[src/rtl/sync_fifo_ctrl_if.sv]
// sync_fifo_ctrl_if: handshake/status bundle for sync_fifo_ctrl.
//   master: the FIFO user. It drives w_en, data_in, r_en and clr_err.
//   slave : the FIFO itself. It drives the read port, the occupancy count,
//           the status flags and the sticky error flags.
// cnt_width must equal $clog2(depth+1) of the attached FIFO.
interface sync_fifo_ctrl_if #(
   parameter int unsigned data_width = 8,
   parameter int unsigned cnt_width  = 9
);
   logic                  w_en;
   logic [data_width-1:0] data_in;
   logic                  r_en;
   logic [data_width-1:0] data_out;
   logic                  data_valid;
   logic                  full;
   logic                  empty;
   logic                  almost_full;
   logic                  almost_empty;
   logic [cnt_width-1:0]  count;
   logic                  overflow;
   logic                  underflow;
   logic                  clr_err;

   modport master (
      output w_en, data_in, r_en, clr_err,
      input  data_out, data_valid, full, empty, almost_full, almost_empty,
             count, overflow, underflow
   );

   modport slave (
      input  w_en, data_in, r_en, clr_err,
      output data_out, data_valid, full, empty, almost_full, almost_empty,
             count, overflow, underflow
   );
endinterface

[src/rtl/sync_fifo_ctrl.sv]
// sync_fifo_ctrl: single-clock FIFO of any depth (non-power-of-two allowed).
// It holds the storage array, the wrapping read and write pointers and the
// occupancy counter. It also provides registered status flags, a registered
// read port with a valid strobe, and sticky overflow/underflow flags.
// Ports:
//   clk  - sole clock, rising edge
//   rst  - asynchronous, active-high reset
//   bus  - sync_fifo_ctrl_if.slave: w_en/data_in write side, r_en/data_out/
//          data_valid read side, full/empty/almost_* flags, count,
//          overflow/underflow sticky errors, clr_err synchronous error clear
// Storage is not reset. Every output is a register, so no combinational path
// runs from a request to an output.
module sync_fifo_ctrl #(
   parameter int unsigned data_width = 8,
   parameter int unsigned depth      = 409,
   parameter int unsigned ptr_width  = $clog2(depth),
   parameter int unsigned cnt_width  = $clog2(depth + 1),
   parameter int unsigned af_thresh  = depth - 4,
   parameter int unsigned ae_thresh  = 4
) (
   input logic             clk,
   input logic             rst,
   sync_fifo_ctrl_if.slave bus
);

   localparam logic [cnt_width-1:0] depth_c = cnt_width'(depth);
   localparam logic [cnt_width-1:0] af_c    = cnt_width'(af_thresh);
   localparam logic [cnt_width-1:0] ae_c    = cnt_width'(ae_thresh);
   localparam logic [ptr_width-1:0] last_c  = ptr_width'(depth - 1);

   logic [data_width-1:0] mem [depth];

   logic [ptr_width-1:0]  wptr_q, rptr_q;
   logic [cnt_width-1:0]  cnt_q, cnt_d;
   logic [data_width-1:0] dout_q;
   logic                  dvalid_q;
   logic                  full_q, empty_q, afull_q, aempty_q;
   logic                  ovf_q, udf_q;
   logic                  wr_acc, rd_acc;

   // Acceptance uses the registered flags from before the edge. When the FIFO
   // is full, wptr == rptr, so only the count tells full and empty apart.
   assign wr_acc = bus.w_en && !full_q;
   assign rd_acc = bus.r_en && !empty_q;

   always_comb begin
      cnt_d = cnt_q;
      if (wr_acc && !rd_acc) begin
         cnt_d = cnt_q + cnt_width'(1);
      end else if (rd_acc && !wr_acc) begin
         cnt_d = cnt_q - cnt_width'(1);
      end
   end

   always_ff @(posedge clk) begin
      if (wr_acc) begin
         mem[wptr_q] <= bus.data_in;
      end
   end

   always_ff @(posedge clk or posedge rst) begin
      if (rst) begin
         wptr_q   <= '0;
         rptr_q   <= '0;
         cnt_q    <= '0;
         dout_q   <= '0;
         dvalid_q <= 1'b0;
         full_q   <= 1'b0;
         empty_q  <= 1'b1;
         afull_q  <= 1'b0;
         aempty_q <= 1'b1;
         ovf_q    <= 1'b0;
         udf_q    <= 1'b0;
      end else begin
         if (wr_acc) begin
            wptr_q <= (wptr_q == last_c) ? '0 : wptr_q + ptr_width'(1);
         end
         if (rd_acc) begin
            rptr_q <= (rptr_q == last_c) ? '0 : rptr_q + ptr_width'(1);
            dout_q <= mem[rptr_q];
         end
         dvalid_q <= rd_acc;
         cnt_q    <= cnt_d;
         // Flags come from the next count, so they move on the same edge as count.
         full_q   <= (cnt_d == depth_c);
         empty_q  <= (cnt_d == '0);
         afull_q  <= (cnt_d >= af_c);
         aempty_q <= (cnt_d <= ae_c);
         // A new error event in the same cycle as clr_err takes priority.
         if (bus.w_en && full_q) begin
            ovf_q <= 1'b1;
         end else if (bus.clr_err) begin
            ovf_q <= 1'b0;
         end
         if (bus.r_en && empty_q) begin
            udf_q <= 1'b1;
         end else if (bus.clr_err) begin
            udf_q <= 1'b0;
         end
      end
   end

   assign bus.data_out     = dout_q;
   assign bus.data_valid   = dvalid_q;
   assign bus.full         = full_q;
   assign bus.empty        = empty_q;
   assign bus.almost_full  = afull_q;
   assign bus.almost_empty = aempty_q;
   assign bus.count        = cnt_q;
   assign bus.overflow     = ovf_q;
   assign bus.underflow    = udf_q;

endmodule

[src/flat_wrapper.sv]
// flat-port wrapper written by rule: the top's interface ports become plain ports
module sync_fifo_ctrl_flat 
#(
   parameter int unsigned data_width = 8,
   parameter int unsigned depth      = 409,
   parameter int unsigned ptr_width  = $clog2(depth),
   parameter int unsigned cnt_width  = $clog2(depth + 1),
   parameter int unsigned af_thresh  = depth - 4,
   parameter int unsigned ae_thresh  = 4
)
  (clk, rst, bus_w_en, bus_data_in, bus_r_en, bus_clr_err, bus_data_out, bus_data_valid, bus_full, bus_empty, bus_almost_full, bus_almost_empty, bus_count, bus_overflow, bus_underflow);
  sync_fifo_ctrl_if #(.data_width(data_width), .cnt_width(cnt_width)) bus_i ();
  input logic clk;
  input logic rst;
  input wire logic [$bits(bus_i.w_en)-1:0] bus_w_en;
  input wire logic [$bits(bus_i.data_in)-1:0] bus_data_in;
  input wire logic [$bits(bus_i.r_en)-1:0] bus_r_en;
  input wire logic [$bits(bus_i.clr_err)-1:0] bus_clr_err;
  output wire logic [$bits(bus_i.data_out)-1:0] bus_data_out;
  output wire logic [$bits(bus_i.data_valid)-1:0] bus_data_valid;
  output wire logic [$bits(bus_i.full)-1:0] bus_full;
  output wire logic [$bits(bus_i.empty)-1:0] bus_empty;
  output wire logic [$bits(bus_i.almost_full)-1:0] bus_almost_full;
  output wire logic [$bits(bus_i.almost_empty)-1:0] bus_almost_empty;
  output wire logic [$bits(bus_i.count)-1:0] bus_count;
  output wire logic [$bits(bus_i.overflow)-1:0] bus_overflow;
  output wire logic [$bits(bus_i.underflow)-1:0] bus_underflow;
  assign bus_i.w_en = bus_w_en;
  assign bus_i.data_in = bus_data_in;
  assign bus_i.r_en = bus_r_en;
  assign bus_i.clr_err = bus_clr_err;
  assign bus_data_out = bus_i.data_out;
  assign bus_data_valid = bus_i.data_valid;
  assign bus_full = bus_i.full;
  assign bus_empty = bus_i.empty;
  assign bus_almost_full = bus_i.almost_full;
  assign bus_almost_empty = bus_i.almost_empty;
  assign bus_count = bus_i.count;
  assign bus_overflow = bus_i.overflow;
  assign bus_underflow = bus_i.underflow;
  sync_fifo_ctrl #(.data_width(data_width), .depth(depth), .ptr_width(ptr_width), .cnt_width(cnt_width), .af_thresh(af_thresh), .ae_thresh(ae_thresh)) u_core (.clk(clk), .rst(rst), .bus(bus_i));
endmodule
[config.mk]
export PLATFORM = sky130hd
export DESIGN_NAME = sync_fifo_ctrl_flat
export DESIGN_NICKNAME = d
export VERILOG_FILES = /design/src/rtl/sync_fifo_ctrl_if.sv /design/src/rtl/sync_fifo_ctrl.sv /design/src/flat_wrapper.sv
export SDC_FILE = /design/constraint.sdc
export NUM_CORES = 2
export LEC_CHECK = 0
export CAP_MARGIN = 20
export CORE_ASPECT_RATIO = 2
export CORE_MARGIN = 3
export CORE_UTILIZATION = 52
export CTS_BUF_LIST = sky130_fd_sc_hd__clkbuf_2 sky130_fd_sc_hd__clkbuf_4 sky130_fd_sc_hd__clkbuf_8
export DETAILED_ROUTE_END_ITERATION = 8
export DONT_BUFFER_PORTS = 1
export PLACE_DENSITY = 0.64
export SYNTH_ARGS = -nofsm -noshare
export SYNTH_HDL_FRONTEND = slang
export SYNTH_SLANG_ARGS = --single-unit
[constraint.sdc]
create_clock -name clk -period 3.5 [get_ports clk]
set_input_delay 0.7 -clock clk [delete_from_list [all_inputs] [get_ports clk]]
set_output_delay 0.7 -clock clk [all_outputs]
set_load 0.05 [all_outputs]
; ---- Word-level counts from Yosys, hierarchy flattened
; Memories as Yosys holds them, arrays and structs flattened. A register that Yosys moved wholly into a read port is not among the register bits.
; Index checks and enable logic that the tools add are counted.
; W data, S select, Z words.
[totals]
reg_bits = 34
ram_bits = 3272
inputBits = 13
output_inout_bits = 24
word_cells = 42
mem_count = 1
[memory_table]
columns = memory, words, word_bits, read_ports, rd_clocked_by_memory_dff, wr, line_no
row1 = u_core.mem, 409, 8, 1, 1, 1, sync_fifo_ctrl.sv:31  ; logic [data_width-1:0] mem [depth];
[op_classes]
addsub = 4
order_cmp = 2
eq_ne = 3
muxes = 9
reduce_logical = 13
[ops]
columns = op, n
row1 = $mux W9, 4
row2 = $add A9 B1 Y9 const B, 3
row3 = $eq A9 B9 Y1 const B, 3
row4 = $ge A9 B9 Y1 const B, 1
row5 = $le A9 B3 Y1 const B, 1
row6 = $logic_not A9 Y1, 1
row7 = $sub A9 B1 Y9 const B, 1
row8 = $logic_and A1 B1 Y1, 6
row9 = $mux W1, 5
row10 = $logic_not A1 Y1, 4
row11 = $reduce_bool A2 Y1, 2

; ---- Logic depth before layout (Yosys ltp)
[depth]
ltp_word = 7
mapped_depth = 13

; ---- Least setup slack after synthesis
; No wires, ideal clock.
[synth_timing]
path_type = flip-flop to flip-flop
startpoint = reg u_core.rptr_q[1]
endpoint = reg u_core.rptr_q[8]
arrival_time_ns = 2.640
t_required_ns = 3.379
path_slack_ns = 0.739
stages_incl_launch_ff = 13
synth_period_minus_slack_ns = 2.761
path_cell_list = dfrtp_1 -> buf_4 -> buf_6 -> buf_4 -> buf_4 -> inv_1 -> buf_2 -> clkbuf_1 -> ha_1 -> nand4_1 -> nor3_1 -> o21ai_0 -> a22o_1
[synth_via]
elab_chain_cells = 2
[synth_lines]
columns = element, line_no
row1 = start: declaration, sync_fifo_ctrl.sv:33  ; logic [ptr_width-1:0] wptr_q, rptr_q;
row2 = start signal: assignment, sync_fifo_ctrl.sv:79  ; rptr_q <= (rptr_q == last_c) ? '0 : rptr_q + ptr_width'(1);
row3 = $add A9 B1 Y9 or $eq A9 B9 Y1 (tied branches), sync_fifo_ctrl.sv:79
row4 = $mux W9 (*), sync_fifo_ctrl.sv:79
; Every way passes the cells marked *; elsewhere a longest branch is shown, timed or not.
; A chain may end at the register's enable or synchronous reset.

==> results.tsv <==
metric	value	unit
status	finished, violations left	
violations	slew limit, setup timing	
grt_overflow	0	
syn_nets	6117	
finalWorstSetupSlack	-0.04498	ns
tightest_slew	1.825	ns
max_slew_margin	-21.70	%
cts_root_buf	clkbuf_8	
synth.distinct_cells	72	
max_freq	0.2821	GHz
ant_nets	0	
crit_path_end_kind	register	
slew_viol_final	365	
numClockSinks	3314	
fp-row-count	258	
synthAdderAreaFrac	0.09293	%
vias	67670	
die_x	358.5	µm
ys_warn_count	0	
die_area	254900	µm²
worstHoldPathType	in -> reg	
final_nets	7036	
clk_pin_slew	0.07	ns
grt_first_pass_wirelength	533900	µm
ys_ff_latch	3314	
fin_tns_setup	-0.07746	ns
drc	0	
synth.mux.area_fraction	16.08	%
cts_tree	yes	
critPathTopFamily	compound AO/OA/AOI/OAI gates	
synth_xor_area_share	0.1220	%
path_class	reg -> reg	
peakVddDrop	0.0005344	V
critPathMaxStageDelay	0.56	ns
wl	382400	µm
placed_area	138300	µm²
skew	0.1137	ns
synth_top_cells_by_area	edfxtp_1, mux4_2, mux2i_1, nor2_1, dfrtp_1	
worstPathCellList	buf_12, buf_16, mux4_2, mux2i_1, o221ai_1, a311o_1, nor2_2, o31a_1, a211oi_1	
fin_area	148200	µm²
area_growth	14.65	%
synth_area	129300	µm²
grt_max_degree	314	
setup_violations	3	
drt_iter0_markers	7746	
utilization	60.01	%
synth_top_cell_area_share	76.02	%
period_minus_slack	3.545	ns
cp.arrival	4.42	ns
synthFlopType	edfxtp_1	
grt_usage	30.15	%
ys_async_sr_fraction	1.267	%
initial_core_util	52.34	%
final_cell_mix	edfxtp_1, mux4_2, buf_4, nor2_1, clkbuf_8	
dp_cells	9788	
syn_avg_cell_area	21.20	µm²
leakagePower	47.98	nW
critPathRequiredTime	4.37	ns
final_common_cell	edfxtp_1	
post_synth_and_or_nand_nor_area_fraction	2.702	%
crit_slowest_cell	mux4_2	
dp_hpwl	231700	µm
synth_top_family_by_area	multiplexers	
antenna_found_initial	17	
synth_largest_area_cell	edfxtp_1	
chipHeight	711.1	µm
ys_seq_area_share	76.83	%
avgViaCountPerCell	6.370	
cts_made_buffers	431	
wl_per_cell	36.00	µm
hold_violations	0	
period_share	101.3	%
place.gp.congestion	0.9593	
synth-edff-count	3272	
drive_above_1_share	32.56	%
grt_pass1_vias	70000	
synth-compound-area-share	2.410	%
cts_max_level	5	
cp-start-kind	register	
core-area	246900	µm²
ios	37	
finalNonFillerCells	10620	
synthCells	6096	
cp_max_fo	33	
path_buf_inv	2	
p_per_area	714.4	nW/µm²
rsz0062_at_grt	yes	
insertion_delay	1.07	ns
clockBufferDepth	4	
port_buffers	0	
drtPass1Iterations	8	
maxCapViolations	0	
worst paths after layout:
kind | startpoint | to | slack (ns) | cells past startpoint
max | u_core.rptr_q[0] | u_core.bus.data_out[4] | -0.04 | 9
min | bus_data_in[0] | u_core.mem[100][0] | 0.10 | 1
max reg2reg | u_core.rptr_q[0] | u_core.bus.data_out[4] | -0.04 | 9
min reg2reg | u_core.wptr_q[5] | u_core.wptr_q[5] | 0.56 | 1
max in group asynchronous | rst | u_core.rptr_q[4] | 2.44 | 2
min in group asynchronous | rst | u_core.wptr_q[8] | 0.31 | 2
cells in the mapped netlist, drive strengths merged, types with 4 or more instances:
master and count:
and3b 6, nand3b 4, mux2i 235, buf 229
nor3b 4, xnor2 10, nand3 34, a22o 7
a22oi 29, xor2 8, o221ai 51, dfrtp 40
a31oi 27, edfxtp 3272, clkbuf 143, mux2 34
nor4 8, o22ai 49, a2111oi 4, ha 8
inv 18, nor2 467, and3 19, a221o 7
nor2b 16, o221a 7, nand2 240, mux4 799
o2111ai 8, o31ai 5, nand2b 8, nor3 12
nand4 10, o311ai 6, o21ai 85, a311oi 5
a221oi 30, a21oi 76, and2 6, a211oi 23
o211ai 10
metrics by stage:
| step | power, mW | setup slack, ns | hold WS [ns] |
|---|---|---|---|
| 2_1_floorplan | 60.79 | 0.7391 | 0.4926 |
| 3_3_place_gp | 75.55 | -0.6679 | 0.5167 |
| 3_5_place_dp | 75.62 | -0.2949 | 0.5395 |
| 4_1_cts | 105.6 | -0.02127 | 0.0007909 |
| 5_1_grt | 108.2 | -0.04187 | 0.05859 |
| 6_report | 105.9 | -0.04498 | 0.1032 |
where the power goes:
group	switching (mW)	total, mW	leakage [nW]	internal [mW]
sequential	0.863	44.8	29.9	44.0
clock	14.5	29.8	4.59	15.4
combinational	19.2	31.2	13.5	12.0
layer usage:
| layer | vias to the layer above | global-route usage, % | wire length [µm] |
|---|---|---|---|
| met5 | - | 0 | 45 |
| met4 | 6 | 20.31 | 30920 |
| met3 | 962 | 5.434 | 28680 |
| met2 | 3699 | 51.68 | 198500 |
| met1 | 35790 | 34.31 | 124300 |
| li1 | 27220 | - | - |
state kept, by name (all words and copies together) (netlist names):
name                     cells
u_core.mem                3272
u_core.bus.count             9
u_core.rptr_q                9
u_core.wptr_q                9
u_core.bus.data_out          8
u_core.bus.almost_empty      1
u_core.bus.almost_full       1
u_core.bus.data_valid        1
u_core.bus.empty             1
u_core.bus.full              1
u_core.bus.overflow          1
u_core.bus.underflow         1
cell families (layout without fill, tap and decap cells):
logic type / Yosys count / count (layout)
AOI/OAI and AO/OA: 452 / 452
xor gates and xnor gates: 18 / 18
adders and majority gates: 10 / 10
buffers and inverters: 390 / 1652
DFF: 3314 / 3314
muxes: 1068 / 1068
other: 0 / 16
and+or+nand+nor: 844 / 844
what timing repair did:
item	CTS	global route
hold endpoints to repair	921	66
gates cloned	1	0
gates resized for setup	28	17
endpoints found under the setup margin	6	8
setup buffers	1	2
pin swaps	4	1
hold buffers	38	1
area by class of cell:
type / count / area, µm²
well taps: 3250 / 4066
repair buffers: 858 / 7919
fillers: 17460 / 98760
clock inverters: 243 / 2063
inverters: 18 / 81.33
diodes: 16 / 40.04
clock buffers: 533 / 6766
flip-flops and latches: 3314 / 99330
multi-input cells: 2392 / 27920
worst register-to-register path: stages, from the launching register on:
cell and delay, ns:
dfrtp_4 0.47, buf_12 0.22, buf_16 0.33, mux4_2 0.60, mux2i_1 0.36, o221ai_1 0.33, a311o_1 0.45, nor2_2 0.27
o31a_1 0.24, a211oi_1 0.07
Power figures use the tool's default switching activity.
